==> src/rtl/harvos_pkg.sv <==
// Shared types and constants for the harvos instruction-memory subsystem.
package harvos_pkg;

    // Bus arbiter states: idle, drive the one-cycle memory request,
    // wait for the response, and hold the bus for the last owner.
    typedef enum logic [1:0] {
        IDLE  = 2'd0,
        ISSUE = 2'd1,
        WAIT  = 2'd2,
        HOLD  = 2'd3
    } imem_arb_state_e;

    localparam int IMEM_ARB_PORTS   = 2;
    localparam int IMEM_PORT_ICACHE = 0;
    localparam int IMEM_PORT_DBG    = 1;

endpackage

==> src/rtl/imem_arb_port_buf.sv <==
// Per-port request buffer: remembers one pending request pulse and its
// address until the arbiter completes it, and flags a re-request that
// arrives while one is still pending.
module imem_arb_port_buf
    import harvos_pkg::*;
(
    input  logic        clk,
    input  logic        rst,
    input  logic        req,
    input  logic [31:0] addr,
    input  logic        clr,
    output logic        pend,
    output logic [31:0] paddr,
    output logic        proto_err
);

    // A pulse on a port that is still pending is dropped and reported.
    assign proto_err = req & pend;

    // Pending flag and captured address.
    always_ff @(posedge clk) begin
        if (rst) begin
            pend  <= 1'b0;
            paddr <= '0;
        end else begin
            // NOTE: non-blocking assignments here, and the later one wins,
            // so a fresh capture would override a completion clear.
            if (clr) begin
                pend <= 1'b0;
            end
            if (req && !pend) begin
                pend  <= 1'b1;
                paddr <= addr;
            end
        end
    end

endmodule

==> src/rtl/imem_bus_arbiter.sv <==
// Shares the external instruction-memory bus between the icache refill
// port and the debug/boot-loader port. One access outstanding at a time,
// a burst lock keeps refill beats together, and a response timeout turns
// a hung memory into a fault.
module imem_bus_arbiter
    import harvos_pkg::*;
#(
    parameter int LOCK_BEATS     = 4,
    parameter int HOLD_CYCLES    = 2,
    parameter int TIMEOUT_CYCLES = 64
) (
    input  logic        clk,
    input  logic        rst,
    input  logic [1:0]  p_req,
    input  logic [31:0] p_addr0,
    input  logic [31:0] p_addr1,
    output logic [1:0]  p_rvalid,
    output logic [31:0] p_rdata0,
    output logic [31:0] p_rdata1,
    output logic [1:0]  p_fault,
    output logic        mem_req,
    output logic [31:0] mem_addr,
    input  logic        mem_rvalid,
    input  logic [31:0] mem_rdata,
    input  logic        mem_fault,
    output logic        err_proto,
    output logic        err_timeout
);

    localparam int TW = $clog2(TIMEOUT_CYCLES);
    localparam int HW = $clog2(HOLD_CYCLES) + 1;
    localparam int BW = $clog2(LOCK_BEATS + 1);

    imem_arb_state_e st_q, st_d;
    logic            owner_q, owner_d;
    logic            last_q, last_d;
    logic [BW-1:0]   beat_q, beat_d;
    logic [TW-1:0]   timer_q, timer_d;
    logic [HW-1:0]   hold_q, hold_d;
    logic            err_proto_q, err_timeout_q;

    logic [31:0] req_addr [IMEM_ARB_PORTS];
    logic [31:0] paddr    [IMEM_ARB_PORTS];
    logic [IMEM_ARB_PORTS-1:0] pend, clr, proto_err;

    logic grant, sel, set_timeout;
    logic resp_valid, resp_fault;

    assign req_addr[IMEM_PORT_ICACHE] = p_addr0;
    assign req_addr[IMEM_PORT_DBG]    = p_addr1;

    for (genvar i = 0; i < IMEM_ARB_PORTS; i++) begin : g_port
        imem_arb_port_buf u_buf (
            .clk       (clk),
            .rst       (rst),
            .req       (p_req[i]),
            .addr      (req_addr[i]),
            .clr       (clr[i]),
            .pend      (pend[i]),
            .paddr     (paddr[i]),
            .proto_err (proto_err[i])
        );
    end

    // Next-state, grant selection, response routing and bus outputs.
    always_comb begin
        // NOTE: every output of this block gets a default first so no
        // path through the case statement can infer a latch.
        st_d        = st_q;
        owner_d     = owner_q;
        last_d      = last_q;
        beat_d      = beat_q;
        timer_d     = timer_q;
        hold_d      = hold_q;
        clr         = '0;
        set_timeout = 1'b0;
        grant       = 1'b0;
        sel         = last_q;
        resp_valid  = 1'b0;
        resp_fault  = 1'b0;
        mem_req     = 1'b0;
        mem_addr    = '0;
        p_rvalid    = '0;
        p_rdata0    = '0;
        p_rdata1    = '0;
        p_fault     = '0;

        case (st_q)
            IDLE: begin
                if (|pend) begin
                    grant = 1'b1;
                    if (&pend) begin
                        sel = (beat_q < BW'(LOCK_BEATS)) ? last_q : ~last_q;
                    end else begin
                        sel = pend[1];
                    end
                end
            end
            ISSUE: begin
                mem_req  = 1'b1;
                mem_addr = paddr[owner_q];
                timer_d  = '0;
                st_d     = WAIT;
            end
            WAIT: begin
                if (mem_rvalid) begin
                    resp_valid   = 1'b1;
                    resp_fault   = mem_fault;
                    clr[owner_q] = 1'b1;
                    hold_d       = '0;
                    st_d         = (beat_q < BW'(LOCK_BEATS)) ? HOLD : IDLE;
                end else if (timer_q == TW'(TIMEOUT_CYCLES - 1)) begin
                    resp_valid   = 1'b1;
                    resp_fault   = 1'b1;
                    set_timeout  = 1'b1;
                    clr[owner_q] = 1'b1;
                    st_d         = IDLE;
                end else begin
                    timer_d = timer_q + TW'(1);
                end
            end
            HOLD: begin
                // Only the last owner may reclaim the bus inside the window.
                if (pend[last_q]) begin
                    grant = 1'b1;
                    sel   = last_q;
                end else if (hold_q == HW'(HOLD_CYCLES - 1)) begin
                    st_d = IDLE;
                end else begin
                    hold_d = hold_q + HW'(1);
                end
            end
            default: st_d = IDLE;
        endcase

        if (grant) begin
            owner_d = sel;
            last_d  = sel;
            st_d    = ISSUE;
            if (sel == last_q) begin
                beat_d = (beat_q >= BW'(LOCK_BEATS)) ? BW'(LOCK_BEATS) : beat_q + BW'(1);
            end else begin
                beat_d = BW'(1);
            end
        end

        if (resp_valid) begin
            p_rvalid[owner_q] = 1'b1;
            p_fault[owner_q]  = resp_fault;
            if (!resp_fault || mem_rvalid) begin
                if (owner_q) p_rdata1 = mem_rdata;
                else         p_rdata0 = mem_rdata;
            end
            if (set_timeout) begin
                p_rdata0 = '0;
                p_rdata1 = '0;
            end
        end

        // A transaction caught by reset is abandoned: nothing leaves the block.
        if (rst) begin
            mem_req  = 1'b0;
            mem_addr = '0;
            p_rvalid = '0;
            p_rdata0 = '0;
            p_rdata1 = '0;
            p_fault  = '0;
        end
    end

    // State, lock counters, timers and sticky error flags.
    always_ff @(posedge clk) begin
        if (rst) begin
            st_q          <= IDLE;
            owner_q       <= 1'b0;
            last_q        <= 1'b0;
            beat_q        <= '0;
            timer_q       <= '0;
            hold_q        <= '0;
            err_proto_q   <= 1'b0;
            err_timeout_q <= 1'b0;
        end else begin
            st_q          <= st_d;
            owner_q       <= owner_d;
            last_q        <= last_d;
            beat_q        <= beat_d;
            timer_q       <= timer_d;
            hold_q        <= hold_d;
            err_proto_q   <= err_proto_q | (|proto_err);
            err_timeout_q <= err_timeout_q | set_timeout;
        end
    end

    assign err_proto   = err_proto_q;
    assign err_timeout = err_timeout_q;

endmodule

==> config.mk <==
export PLATFORM = sky130hd
export DESIGN_NAME = imem_bus_arbiter
export DESIGN_NICKNAME = d
export VERILOG_FILES = /design/src/rtl/harvos_pkg.sv /design/src/rtl/imem_arb_port_buf.sv /design/src/rtl/imem_bus_arbiter.sv
export SDC_FILE = /design/constraint.sdc
export NUM_CORES = 1
export LEC_CHECK = 0
export BUFFER_PORTS_ARGS = -buffer_cell sky130_fd_sc_hd__buf_2
export CAP_MARGIN = 0
export CORE_ASPECT_RATIO = 1.2
export CORE_MARGIN = 3
export CORE_UTILIZATION = 51
export CTS_BUF_LIST = sky130_fd_sc_hd__clkbuf_4
export CTS_CLUSTER_SIZE = 16
export DETAILED_ROUTE_END_ITERATION = 7
export GPL_TIMING_DRIVEN = 0
export MAX_ROUTING_LAYER = met4
export PLACE_DENSITY = 0.84
export SLEW_MARGIN = 20
export SYNTH_ARGS = -nofsm -noshare
export SYNTH_HDL_FRONTEND = slang
export SYNTH_HIERARCHICAL = 1
export SYNTH_SLANG_ARGS = --single-unit
==> constraint.sdc <==
create_clock -name clk -period 4.7 [get_ports clk]
set_clock_uncertainty 0.2 [all_clocks]
set_input_delay 0.235 -clock clk [delete_from_list [all_inputs] [get_ports clk]]
set_output_delay 0.235 -clock clk [all_outputs]
set_load 0.005 [all_outputs]
==> results.toml, run 1 <==
[status]
status = "finished clean"

[yosys]
synthTopCellsByArea = "dfxtp_1 32%, nand4bb_1 14%, nand2b_1 8.9%"
ys_warn_count = 6
avgSynthCellArea_um2 = 8.79
yosys-top-cells-count = "82 x dfxtp_1, 72 x nand2b_1, 67 x and2_1"
yosysTopAreaCell = "dfxtp_1"
synth_edf_count = 0
yosys_register_bits = 82
synth_top_area_share = 0.324
syn_nets = 687
synth_top_flop_cell = "dfxtp_1"
ys_seq_area_frac = 0.324
async_reset_ff_frac = 0
syn_area_um2 = 5060
synth_cell_types = 48
yosysMostFrequentCell = "dfxtp_1"
syn_inst = 576

[worst_setup_path]
arrival_ns = 2.44
crit_start = "st_q[0]$_SDFFE_PP0P_"
worstReg2RegEnd = "beat_q[2]$_SDFFE_PP0P_"
startpoint_type = "register"
reg2regPathDepth = 4
ff2ff_setup_slack_ns = 2.61
crit_path_frequent_cell = "inv_1"
cp_cell_sequence = "inv_1 > ha_1 > buf_6 > inv_1 > nor4b_4 > clkbuf_1 > and2_1 > buf_2"
cpMaxStageDelayCell = "nor4b_4"
reg2reg_from = "g_port[0].u_buf/pend$_SDFFE_PP0P_"
cp-end-kind = "primary output"
slowest_delay_ns = 0.39
path_max_fanout = 10
critPathKind = "register to primary output"
crit_required_ns = 4.26

[global_routing]
grt_pass1_vias = 5955
antenna_found_initial = 1
grt_max_degree = 16
grt_pass1_wl_um = 30500
grt-ovfl-total = 0
grt.total_usage = 0.359

[detailed_routing]
firstDrtPassIters = 6
vias_per_cell = 5.91
wirelength_um = 20100
postRouteAntennaNets = 0
drc_errors = 0
dr_total_vias = 5860
drtIter0Drc = 525
wire_per_inst_um = 20.3

[floorplan]
die_x_um = 97.0
start_util = 0.527
die_y_um = 115
core_um2 = 9610
io_pins = 205
dieArea_um2 = 11200
core.rowCount = 39

[layout]
layout.nets = 974
area_growth_pct = 40.6
drive_above_1_share = 0.301
fill_cells = 654

[sta]
period_minus_slack_ns = 2.87
rsz0062_at_grt = "no"
layout_worst_path_cycle_share = 0.612
tightestPinTransition_ns = 0.659
relSlewSlack = 0.560
finalSetupViolCount = 0
drv_slew = 0
whs_ns = 0.0415
fin_ws_ns = 1.83
hold_viol = 0
timing.fmax_ghz = 0.348
fin_tns_setup_ns = 0

[power]
power.density_nw_per_um2 = 271
seq_power_share = 0.414
intPower_mw = 1.27
p_leak_nw = 3.05
power_frac_clock = 0.239
power_frac_comb = 0.347
ir_drop_mv = 0.192
swShare = 0.343
power.net_switching_uw = 663
power_mw = 1.93

[cts]
cts_tree = "yes"
cts_buffers = 9
clkLatencyLatePin_ns = 0.43
path_clk_slew_ns = 0.12
clock_path_buffers = 2
cts_resized = 0
clock_sink_count = 82
cts_root_buffer = "clkbuf_4"
cts_max_level = 3

[min_path]
hold_depth = 3
hp-class = "input port to register"
min_from = "mem_rvalid"
worstHoldEndpoint = "timer_q[4]$_SDFFE_PP0P_"

[place]
dpl.hpwl_um = 12600
post-place-ws_ns = 2.29
gp_congestion = 0.920
io_buffer_count = 202

[flow_run]
cap_violations = 0
==> layer usage <==
layer  wire, µm  track usage  share of wire  up-vias
met4       1130        0.190          0.056        0
met1       6410        0.348           0.32     2693
li1           -            -              -     2581
met5          0            -              0        -
met2       9910        0.628           0.49      461
met3       2680        0.131           0.13      125
==> critical path, delay by kind of cell (launching register included) <==
kind	cells	cell delay, ns
simple gates	2	0.60
buf+inv	5	0.87
flops	1	0.36
fa+ha+maj	1	0.18
==> worst max path at each step <==
stage                   end  slack, ns  depth (start not counted)
6_report        p_rdata0[9]       1.83                          8
5_1_grt         p_rdata0[9]       1.63                          8
4_1_cts         p_rdata0[9]       1.78                          8
3_5_place_dp    p_rdata0[9]       2.29                          8
3_3_place_gp    p_rdata0[9]       2.33                          8
2_1_floorplan  p_rdata0[10]       2.80                          7
==> layout by cell type, fill, tap and decap left out, drive strengths merged, types with 2 or more instances in the layout <==
master / count
nand2: 6
o211ai: 2
mux2: 3
bufinv: 2
nand4bb: 64
or4: 2
clkinv: 2
o22ai: 2
nor4: 4
nor2: 47
a21oi: 11
nor3: 5
o21ai: 73
inv: 10
nand3: 6
a31oi: 2
nor2b: 4
buf: 231
dfxtp: 82
nor4b: 2
a211oi: 4
dlygate4sd3: 74
and2: 67
ha: 9
nand2b: 72
clkinvlp: 2
mux2i: 33
clkbuf: 33
==> cell type report <==
| class | instances | area (µm²) | share of cell area |
|---|---|---|---|
| clock buffers | 9 | 67.6 | 0.00949 |
| multi-input cells | 431 | 3080 | 0.432 |
| well taps | 123 | 154 | 0.0216 |
| diodes | 1 | 2.50 | 0.000351 |
| clock inverters | 6 | 82.6 | 0.0116 |
| plain buffers | 53 | 308 | 0.0432 |
| flip-flops and latches | 82 | 1640 | 0.230 |
| inverters | 10 | 37.5 | 0.00527 |
| repair buffers | 276 | 1750 | 0.246 |
==> power groups by stage <==
| stage | clock network (mW) | registers, mW | logic, mW |
|---|---|---|---|
| after floorplan | 0 | 0.795 | 0.413 |
| after global placement | 0 | 0.803 | 0.568 |
| after detailed placement | 0 | 0.808 | 0.593 |
| after CTS | 0.460 | 0.793 | 0.641 |
| after global routing | 0.488 | 0.804 | 0.722 |
| final | 0.462 | 0.799 | 0.672 |
==> cells by family after synthesis <==
kind of cell               count (synthesis)  synth area share
adders and majority gates                  9            0.0222
and+or+nand+nor                          284             0.396
muxes                                     36            0.0726
buffers and inverters                     63            0.0682
DFF                                       82             0.324
AOI/OAI and AO/OA                        102             0.117
==> state kept, by name (all words and copies together) (netlist names) <==
register and flops:
beat_q 3, last_q 1, g_port.u_buf/pend 2, st_q 2, err_timeout 1, err_proto 1, g_port.u_buf/paddr 64, hold_q 2
timer_q 6
==> stage by stage <==
stage / area, µm² / cells / utilization
after floorplan: 5060 / 576 / -
after global placement: 6230 / 901 / 0.648
after detailed placement: 6230 / 901 / 0.648
after CTS: 7120 / 990 / 0.741
after global routing: 7120 / 991 / 0.741
final: 7120 / 991 / 0.741
==> timing repair <==
item                      in CTS  in global routing
hold buffers                  74                  0
setup buffers                  0                  0
hold endpoints to repair      66                  0
(Power assumes the default switching activity.)
==> inputs of run 2 (changes only) <==
Settings changed: ABC_AREA set to 1, CORE_UTILIZATION 51 to 45, PLACE_DENSITY 0.84 to 0.79.
Clock period 4.7 ns to 2.6 ns, I/O delays scaled along.
==> run 2 against run 1 <==
Critical path depth down 2. Via count increased by 2.1%. Worst setup slack got worse by 1.7 ns. First-iteration DRC count fell by 30%. Synthesized cell count up 40%. Die area increased by 9.6%. Sequential power rose by 86%. Worst hold slack improved by 0.010 ns. Global-route usage shrank 8.5 points. Critical endpoint is now p_rdata1[25]. Highest routed layer unchanged.
==> results.toml, run 2 <==
[place]
dp.cells = 1140
dpl.hpwl_um = 11700
dpl_cell_area_um2 = 6100
post-place-ws_ns = 0.458
io_buffer_count = 202
gp_congestion = 0.869

[worst_setup_path]
startpoint_type = "register"
arrival_ns = 2.15
slowest_delay_ns = 0.47
cpMaxStageDelayCell = "dfxtp_1"
crit_required_ns = 2.27
ff2ff_setup_slack_ns = 0.26
cp-end-kind = "primary output"
crit_path_frequent_cell = "inv_2"
critPathKind = "register to primary output"
cp_cell_sequence = "inv_2 > nor2_1 > inv_2 > clkbuf_1 > nor3_1 > buf_2"
path_max_fanout = 10

[layout]
final-seq-area_um2 = 1640
largest_register = "g_port.u_buf/paddr"
area_growth_pct = 42.4
fill_cells = 939
largest_register_ffs = 64
multi_input_area_um2 = 2500
drive_above_1_share = 0.252
fin_cells = 1231
final_area_um2 = 7010
reg_top3 = "g_port.u_buf/paddr x64, timer_q x6, beat_q x3"
layout.nets = 1207
mostFrequentLayoutCells = "213 x nor2_1, 213 x buf_2, 128 x inv_1"

[floorplan]
die_x_um = 101
core_um2 = 10600
core.rowCount = 41
die_y_um = 121
io_pins = 205
dieArea_um2 = 12200
start_util = 0.464

[global_routing]
grt_pass1_vias = 5630
grt-ovfl-total = 0
grt.total_usage = 0.274
grt_max_degree = 15
grt_pass1_wl_um = 25900
antenna_found_initial = 1

[sta]
drv_slew = 0
fin_ws_ns = 0.121
finalSetupViolCount = 0
timing.fmax_ghz = 0.403
period_minus_slack_ns = 2.48
fin_tns_setup_ns = 0
tightestPinTransition_ns = 0.511
layout_worst_path_cycle_share = 0.954
rsz0062_at_grt = "no"
hold_viol = 0
relSlewSlack = 0.660

[cts]
cts_root_buffer = "clkbuf_4"
path_clk_slew_ns = 0.14
postCtsSetupBuffers = 0
clkLatencyLatePin_ns = 0.43
clock_path_buffers = 2
cts_max_level = 3
cts_buffers = 9
clock_sink_count = 82
cts_tree = "yes"

[detailed_routing]
drc_errors = 0
firstDrtPassIters = 5
drtIter0Drc = 368
dr_total_vias = 5981
wire_per_inst_um = 13.5
vias_per_cell = 4.86
wirelength_um = 16600
postRouteAntennaNets = 0

[yosys]
synth_cell_types = 31
ys_seq_area_frac = 0.333
syn_area_um2 = 4920
synthAdderAreaFrac = 0.0229
ys_warn_count = 6
yosysMostFrequentCell = "nor2_1"
yosysTopAreaCell = "dfxtp_1"
synth_top_area_share = 0.333
async_reset_ff_frac = 0
avgSynthCellArea_um2 = 6.09
synthTopCellsByArea = "dfxtp_1 33%, nor2_1 16%, inv_1 9.8%"
synth_compound_area_frac = 0.0683
syn_inst = 809
yosys-top-cells-count = "214 x nor2_1, 128 x inv_1, 112 x nand2_1"
syn_nets = 920
synth_simple_gate_area_frac = 0.408
synth_top_family_by_area = "simple AND/OR/NAND/NOR gates"
synth_xor_area_frac = 0.00356
synth_edf_count = 0
yosys_register_bits = 82
synth.area.mux_share = 0
synth_top_flop_cell = "dfxtp_1"

[min_path]
hp-class = "input port to register"

[status]
status = "finished clean"

[power]
power.density_nw_per_um2 = 564
p_leak_nw = 4.01
ir_drop_mv = 0.327

[flow_run]
cap_violations = 0
-- run 2: cell count changes after synthesis, moves of 6 or more --
cell       before  now
nor2_1         47  214
inv_1          10  128
nand2_1         6  112
nand2b_1       72    0
and2_1         67    0
nand3_1         6   72
nand4bb_1      64    0
nor3_1          5   65
o21ai_1        38    3
mux2i_1        33    0
inv_2           0    7
buf_2          17   11
-- run 2: path summary, 6_finish.rpt --
path,startpoint,to,cells past startpoint
worst max-delay path,last_q$_SDFFE_PP0P_,p_rdata1[25],6
worst max register to register,timer_q[0]$_SDFFE_PP0P_,g_port[1].u_buf/pend$_SDFFE_PP0P_,11
worst min register to register,err_timeout$_SDFF_PP0_,err_timeout$_SDFF_PP0_,1
worst min-delay path,p_req[1],g_port[1].u_buf/paddr[15]$_SDFFE_PP0P_,6
-- run 2: through the flow --
| step | power, mW | utilization | hold slack [ns] |
|---|---|---|---|
| 3_3_place_gp | 3.07 | 0.574 | 0.184 |
| 3_5_place_dp | 3.09 | 0.574 | 0.197 |
| 2_1_floorplan | 2.61 | - | -0.000934 |
| 6_report | 3.95 | 0.660 | 0.0515 |
| 4_1_cts | 3.93 | 0.657 | 0.0304 |
| 5_1_grt | 4.24 | 0.660 | 0.0692 |
-- run 2: layout make-up --
cell class / count / area share
plain buffers: 48 / 0.0439
clock inverters: 7 / 0.00981
clock buffers: 9 / 0.00964
repair buffers: 276 / 0.250
inverters: 135 / 0.0723
diodes: 1 / 0.000357
multi-input cells: 544 / 0.357
flip-flops and latches: 82 / 0.234
well taps: 129 / 0.0230
-- run 2: logic make-up (layout without fill, tap and decap cells) --
kind of cell,after synthesis,after routing
buffers and inverters,183,475
DFF,82,82
AOI/OAI and AO/OA,59,59
xor gates and xnor gates,2,2
adders and majority gates,9,9
other,0,1
and+or+nand+nor,474,474
-- run 2: critical path: cells and delay by family, from the launching register on --
kind          cells  cell delay [ns]
flops             1             0.47
buf+inv           4             0.70
simple gates      2             0.53
-- run 2: what timing repair did --
| action | in CTS | in global routing |
|---|---|---|
| endpoints found under the setup margin | 7 | 74 |
| gates resized for setup | 1 | 18 |
| endpoints found under the hold margin | 74 | 0 |
| cloned | 0 | 0 |
| hold buffers | 74 | 0 |
-- run 2: per-layer routing --
layer / vias to the layer above / share of wire / track usage
met2: 271 / 0.50 / 0.482
met4: 0 / 0.040 / 0.149
met5: - / 0 / -
li1: 3053 / - / -
met1: 2604 / 0.38 / 0.284
met3: 53 / 0.078 / 0.0502
-- run 2: power breakdown --
part	internal [mW]	total (mW)	switching, mW
Clock	0.292	0.754	0.462
Combinational	0.644	1.71	1.06
Sequential	1.39	1.49	0.0994
